[src/rtl/guess_judge.sv]
// Number-baseball guess judge: collects 3-digit guesses from the on-turn player, scores strikes/balls,
// alternates turns and detects win/draw. Optional turn timeout enabled by defining GUESS_TIMEOUT_EN.
module guess_judge #(
  parameter int unsigned MAX_TURNS      = 9,
  parameter int unsigned DIGIT_MAX      = 9,
  parameter int unsigned TIMEOUT_CYCLES = 1000000
) (
  input  logic        clk,
  input  logic        rst,
  input  logic        guess_mode,
  input  logic [3:0]  digit_in,
  input  logic        button_released_p1,
  input  logic        button_released_p2,
  input  logic [11:0] secret_p1,
  input  logic [11:0] secret_p2,
  output logic        turn,
  output logic [1:0]  digit_cnt,
  output logic [11:0] guess_out,
  output logic        digit_err,
  output logic [1:0]  strike,
  output logic [1:0]  ball,
  output logic        result_valid,
  output logic        result_player,
  output logic [3:0]  turn_cnt_p1,
  output logic [3:0]  turn_cnt_p2,
  output logic        game_over,
  output logic [1:0]  winner,
  output logic        timeout_pulse
);

  localparam logic [3:0] MaxTurns = 4'(MAX_TURNS);
  localparam logic [3:0] DigitMax = 4'(DIGIT_MAX);

  typedef enum logic [2:0] {S_IDLE, S_COLLECT, S_JUDGE, S_REPORT, S_OVER} state_e;

  state_e      state_q;
  logic        turn_q;
  logic [1:0]  digit_cnt_q;
  logic [11:0] guess_q;
  logic        digit_err_q;
  logic [1:0]  strike_q;
  logic [1:0]  ball_q;
  logic        result_valid_q;
  logic        result_player_q;
  logic [3:0]  cnt_p1_q;
  logic [3:0]  cnt_p2_q;
  logic        game_over_q;
  logic [1:0]  winner_q;

  logic        pulse_c;
  logic        dup_c;
  logic        bad_c;
  logic        accept_c;
  logic        reject_c;
  logic        expire_c;
  logic [11:0] secret_sel;
  logic [1:0]  strike_d;
  logic [1:0]  ball_d;
  logic [3:0]  cnt_p1_d;
  logic [3:0]  cnt_p2_d;

  // Only the on-turn player's release is honoured; digits must be legal and unique in the guess.
  assign pulse_c  = turn_q ? button_released_p2 : button_released_p1;
  assign dup_c    = ((digit_cnt_q != 2'd0) && (digit_in == guess_q[3:0])) ||
                    ((digit_cnt_q == 2'd2) && (digit_in == guess_q[7:4]));
  assign bad_c    = (digit_in > DigitMax) || dup_c;
  assign accept_c = (state_q == S_COLLECT) && guess_mode && pulse_c && !bad_c;
  assign reject_c = (state_q == S_COLLECT) && guess_mode && pulse_c && bad_c;

  assign secret_sel = turn_q ? secret_p1 : secret_p2;

  always_comb begin
    strike_d = 2'd0;
    ball_d   = 2'd0;
    for (int i = 0; i < 3; i++) begin
      for (int j = 0; j < 3; j++) begin
        if (guess_q[4*i +: 4] == secret_sel[4*j +: 4]) begin
          if (i == j) strike_d = strike_d + 2'd1;
          else        ball_d   = ball_d + 2'd1;
        end
      end
    end
  end

  // Saturating per-player guess counts applied when leaving REPORT.
  assign cnt_p1_d = (!turn_q && (cnt_p1_q != MaxTurns)) ? cnt_p1_q + 4'd1 : cnt_p1_q;
  assign cnt_p2_d = ( turn_q && (cnt_p2_q != MaxTurns)) ? cnt_p2_q + 4'd1 : cnt_p2_q;

`ifdef GUESS_TIMEOUT_EN
  localparam int unsigned TW = (TIMEOUT_CYCLES > 1) ? $clog2(TIMEOUT_CYCLES) : 1;

  logic [TW-1:0] to_cnt_q;
  logic          timeout_q;

  assign expire_c = (state_q == S_COLLECT) && guess_mode && !accept_c &&
                    (to_cnt_q == TW'(TIMEOUT_CYCLES - 1));

  // Idle counter restarts outside COLLECT (covers every turn change) and on each accepted digit.
  always_ff @(posedge clk or posedge rst) begin
    if (rst) begin
      to_cnt_q  <= '0;
      timeout_q <= 1'b0;
    end else begin
      timeout_q <= expire_c;
      if ((state_q != S_COLLECT) || accept_c) to_cnt_q <= '0;
      else                                     to_cnt_q <= to_cnt_q + TW'(1);
    end
  end

  assign timeout_pulse = timeout_q;
`else
  assign expire_c      = 1'b0;
  assign timeout_pulse = 1'b0;
`endif

  always_ff @(posedge clk or posedge rst) begin
    if (rst) begin
      state_q         <= S_IDLE;
      turn_q          <= 1'b0;
      digit_cnt_q     <= 2'd0;
      guess_q         <= 12'h000;
      digit_err_q     <= 1'b0;
      strike_q        <= 2'd0;
      ball_q          <= 2'd0;
      result_valid_q  <= 1'b0;
      result_player_q <= 1'b0;
      cnt_p1_q        <= 4'd0;
      cnt_p2_q        <= 4'd0;
      game_over_q     <= 1'b0;
      winner_q        <= 2'b00;
    end else begin
      digit_err_q    <= 1'b0;
      result_valid_q <= 1'b0;
      case (state_q)
        S_IDLE: begin
          if (guess_mode) state_q <= S_COLLECT;
        end
        S_COLLECT: begin
          if (!guess_mode) begin
            digit_cnt_q <= 2'd0;
            guess_q     <= 12'h000;
            state_q     <= S_IDLE;
          end else if (accept_c) begin
            guess_q <= {guess_q[7:0], digit_in};
            if (digit_cnt_q == 2'd2) begin
              digit_cnt_q <= 2'd0;
              state_q     <= S_JUDGE;
            end else begin
              digit_cnt_q <= digit_cnt_q + 2'd1;
            end
          end else begin
            if (reject_c) digit_err_q <= 1'b1;
            // Forfeit: report a 0/0 result for the on-turn player.
            if (expire_c) begin
              digit_cnt_q     <= 2'd0;
              guess_q         <= 12'h000;
              strike_q        <= 2'd0;
              ball_q          <= 2'd0;
              result_player_q <= turn_q;
              result_valid_q  <= 1'b1;
              state_q         <= S_REPORT;
            end
          end
        end
        S_JUDGE: begin
          strike_q        <= strike_d;
          ball_q          <= ball_d;
          result_player_q <= turn_q;
          result_valid_q  <= 1'b1;
          state_q         <= S_REPORT;
        end
        S_REPORT: begin
          cnt_p1_q <= cnt_p1_d;
          cnt_p2_q <= cnt_p2_d;
          if (strike_q == 2'd3) begin
            winner_q    <= turn_q ? 2'b10 : 2'b01;
            game_over_q <= 1'b1;
            state_q     <= S_OVER;
          end else if ((cnt_p1_d == MaxTurns) && (cnt_p2_d == MaxTurns)) begin
            winner_q    <= 2'b11;
            game_over_q <= 1'b1;
            state_q     <= S_OVER;
          end else begin
            turn_q  <= ~turn_q;
            state_q <= S_COLLECT;
          end
        end
        S_OVER: begin
          state_q <= S_OVER;
        end
        default: state_q <= S_IDLE;
      endcase
    end
  end

  assign turn          = turn_q;
  assign digit_cnt     = digit_cnt_q;
  assign guess_out     = guess_q;
  assign digit_err     = digit_err_q;
  assign strike        = strike_q;
  assign ball          = ball_q;
  assign result_valid  = result_valid_q;
  assign result_player = result_player_q;
  assign turn_cnt_p1   = cnt_p1_q;
  assign turn_cnt_p2   = cnt_p2_q;
  assign game_over     = game_over_q;
  assign winner        = winner_q;

endmodule

[config.mk]
export PLATFORM = sky130hd
export DESIGN_NAME = guess_judge
export DESIGN_NICKNAME = d
export VERILOG_FILES = /design/src/rtl/guess_judge.sv
export SDC_FILE = /design/constraint.sdc
export NUM_CORES = 1
export LEC_CHECK = 0
export ABC_AREA = 1
export BUFFER_PORTS_ARGS = -buffer_cell sky130_fd_sc_hd__clkbuf_2
export CORE_UTILIZATION = 25
export CTS_CLUSTER_DIAMETER = 80
export CTS_CLUSTER_SIZE = 14
export DETAILED_ROUTE_END_ITERATION = 7
export PLACE_DENSITY = 0.47
export SLEW_MARGIN = 20
export SYNTH_ARGS = -nofsm -noshare
export SYNTH_HDL_FRONTEND = slang
export SYNTH_SLANG_ARGS = --single-unit
[constraint.sdc]
create_clock -name clk -period 2.6 [get_ports clk]
set_input_delay 0.65 -clock clk [delete_from_list [all_inputs] [get_ports clk]]
set_output_delay 0.65 -clock clk [all_outputs]
set_load 0.03 [all_outputs]
==> qor.csv <==
metric,value,unit
synth_area_leaders,"dfrtp_1, nand2_1, xor2_1, inv_1, nand3_1",
finalSetupViolations,0,
wl_per_cell,12.7,um
combPwrFrac,0.633,
fin_cells,576,
grt_pass1_vias,2426,
worstSkewPairLatency,0.29,ns
ys_ff_latch,36,
grt_first_pass_wirelength,12100,um
final.setup_skew,0.00568,ns
drt-total-wl,7290,um
power_density,1170,nW/um^2
synth_cell_types,33,
clkPwrFrac,0.102,
hold_viol,0,
coreArea,9910,sq um
cts_buffers,5,
htree_levels,2,
grt_max_degree,37,
dieHeight,104,um
root_buffer,clkbuf_8,
tightest_slew,0.626,ns
synth_top_area_cell,dfrtp_1,
vias,2534,
core.rowCount,36,
drc,0,
switching_share,0.535,
cts_sinks,36,
hold_class,primary input to async pin,
hold_slack,0.459,ns
finalCriticalPeriod,2.33,ns
cp.required,2.78,ns
grt.overflow.total,0,
syn_nets,409,
fmax,429,MHz
clkTransAtPathRegs,0.07,ns
track_usage,0.141,
crit_arrival,2.51,ns
synth_top_area_frac,0.348,
p_int,1.75,mW
ys_warn_count,0,
mostFrequentLayoutCells,"nand2_1, clkbuf_2, inv_1",
diodes,0,
end_kind,flop,
crit_type,flop to flop,
cts_tree,done,
path_max_fanout,8,
final_common_cell,nand2_1,
initial_core_util,0.261,
drtAntennaViolNets,0,
status,finished clean,
irDropWorstVdd,406,uV
drive_above_1_share,0.230,
io_buffer_count,65,
die_area,10800,sq um
synth_area,2590,sq um
gp_congestion,0.821,
syn_avg_cell_area,7.03,sq um
placed_cells,568,
finalSetupTns,0,ns
pwr-share-seq,0.265,
p_leak,1.73,nW
cap_violations,0,
critPathLaunchType,flop,
clk_path_buf_depth,2,
drt-initial-drc-count,89,
seq_area_frac_synth,0.348,
netlist_instances,368,
viasPerCell,4.40,
io_pins,67,
slew_violations,0,
die_w,104,um
nets,484,
period_share,0.897,
syn2layout_area_growth,24.8,%
p_switching,2.02,mW
dp_hpwl,5770,um
firstDrtPassIters,4,
antenna_found_initial,0,
slew_headroom,0.581,
-- sequential cells by signal, indices dropped and copies added, names as in the netlist --
register and count:
digit_cnt 2, guess_out 12, result_player 1, ball 2, state_q 3, digit_err 1, turn_cnt_p2 4, turn_cnt_p1 4
turn 1, strike 2, result_valid 1, game_over 1, winner 2
-- Yosys cell counts (all sizes together) --
cell type  number
a21oi          10
a31oi           1
buf             5
clkbuf          2
clkinv          1
conb            1
dfrtp          36
ha              8
inv            52
mux2i           1
nand2         124
nand3          28
nand3b          1
nand4           6
nor2           14
nor3            4
o211ai          2
o21a            2
o21ai          25
o22ai          13
o31ai           1
or2             1
xnor2           2
xor2           28
-- path summary, 6_finish.rpt --
check	cells after the start	endpoint	slack, ns	from
setup / recovery	18	ball[1]	0.27	turn
hold / removal	3	result_player	0.46	rst
setup reg to reg	18	ball[1]	0.27	turn
hold reg to reg	2	game_over	0.46	game_over
max in group asynchronous	3	turn	1.76	rst
min in group clk	2	game_over	0.46	game_over
-- power groups by stage --
stage	Sequential, mW	Clock [mW]	Combinational (mW)
floorplan	1.32	0	1.37
global placement	1.00	0	2.32
detailed placement	1.00	0	2.35
CTS	0.992	0.403	2.36
global route	1.04	0.420	2.69
finish	1.00	0.383	2.39
-- metal layers --
metal / vias up / share of wire / GRT usage
met4: 0 / 0.0070 / 0.0306
met1: 1159 / 0.50 / 0.193
met5: - / 0 / 0
met3: 5 / 0.035 / 0.0245
met2: 46 / 0.46 / 0.232
li1: 1324 / - / -
-- cell families after synthesis --
family,count (synthesis),share of synthesized area
and+or+nand+nor,178,0.291
AOI/OAI and AO/OA,54,0.120
adders and majority gates,8,0.0387
xor gates and xnor gates,30,0.102
muxes,1,0.00387
buffers and inverters,60,0.0948
DFF,36,0.348
other,1,0.00145
-- stage by stage --
| stage | setup slack [ns] | area [sq um] | total power [mW] | utilization |
|---|---|---|---|---|
| 3_3_place_gp | 0.117 | 3100 | 3.33 | 0.313 |
| 4_1_cts | 0.0958 | 3180 | 3.75 | 0.321 |
| 5_1_grt | -0.00117 | 3230 | 4.15 | 0.326 |
| 3_5_place_dp | 0.0940 | 3100 | 3.35 | 0.313 |
| 2_1_floorplan | 0.154 | 2590 | 2.69 | - |
| 6_report | 0.269 | 3230 | 3.77 | 0.326 |
-- area by class of cell --
cell class | count | area [sq um]
Clock buffer | 6 | 72.6
Inverter | 53 | 204
Multi-Input combinational cell | 272 | 1470
Tap cell | 133 | 166
Clock inverter | 1 | 5.00
Fill cell | 1127 | 6680
Sequential cell | 36 | 902
Timing Repair Buffer | 75 | 404
-- what timing repair did --
item	4_1_cts	5_1_grt
hold buffers	0	0
gates resized for setup	0	11
setup buffers	0	1
endpoints found under the setup margin	0	2
-- critical path: stages (launching register included) --
cell and delay (ns):
dfrtp_2 0.46, buf_6 0.17, nand2_1 0.07, nand2_2 0.09, xor2_1 0.15, a21oi_1 0.13, nand3_1 0.16, ha_4 0.31
inv_1 0.03, nand3_1 0.10, nand2_2 0.07, nand2_2 0.07, nand2_1 0.05, nand2_1 0.08, nand2_1 0.07, nand2_1 0.06
nand2_1 0.05, nand3_1 0.06, nand2_1 0.05
Note: power is estimated with default switching activity, not from simulation.
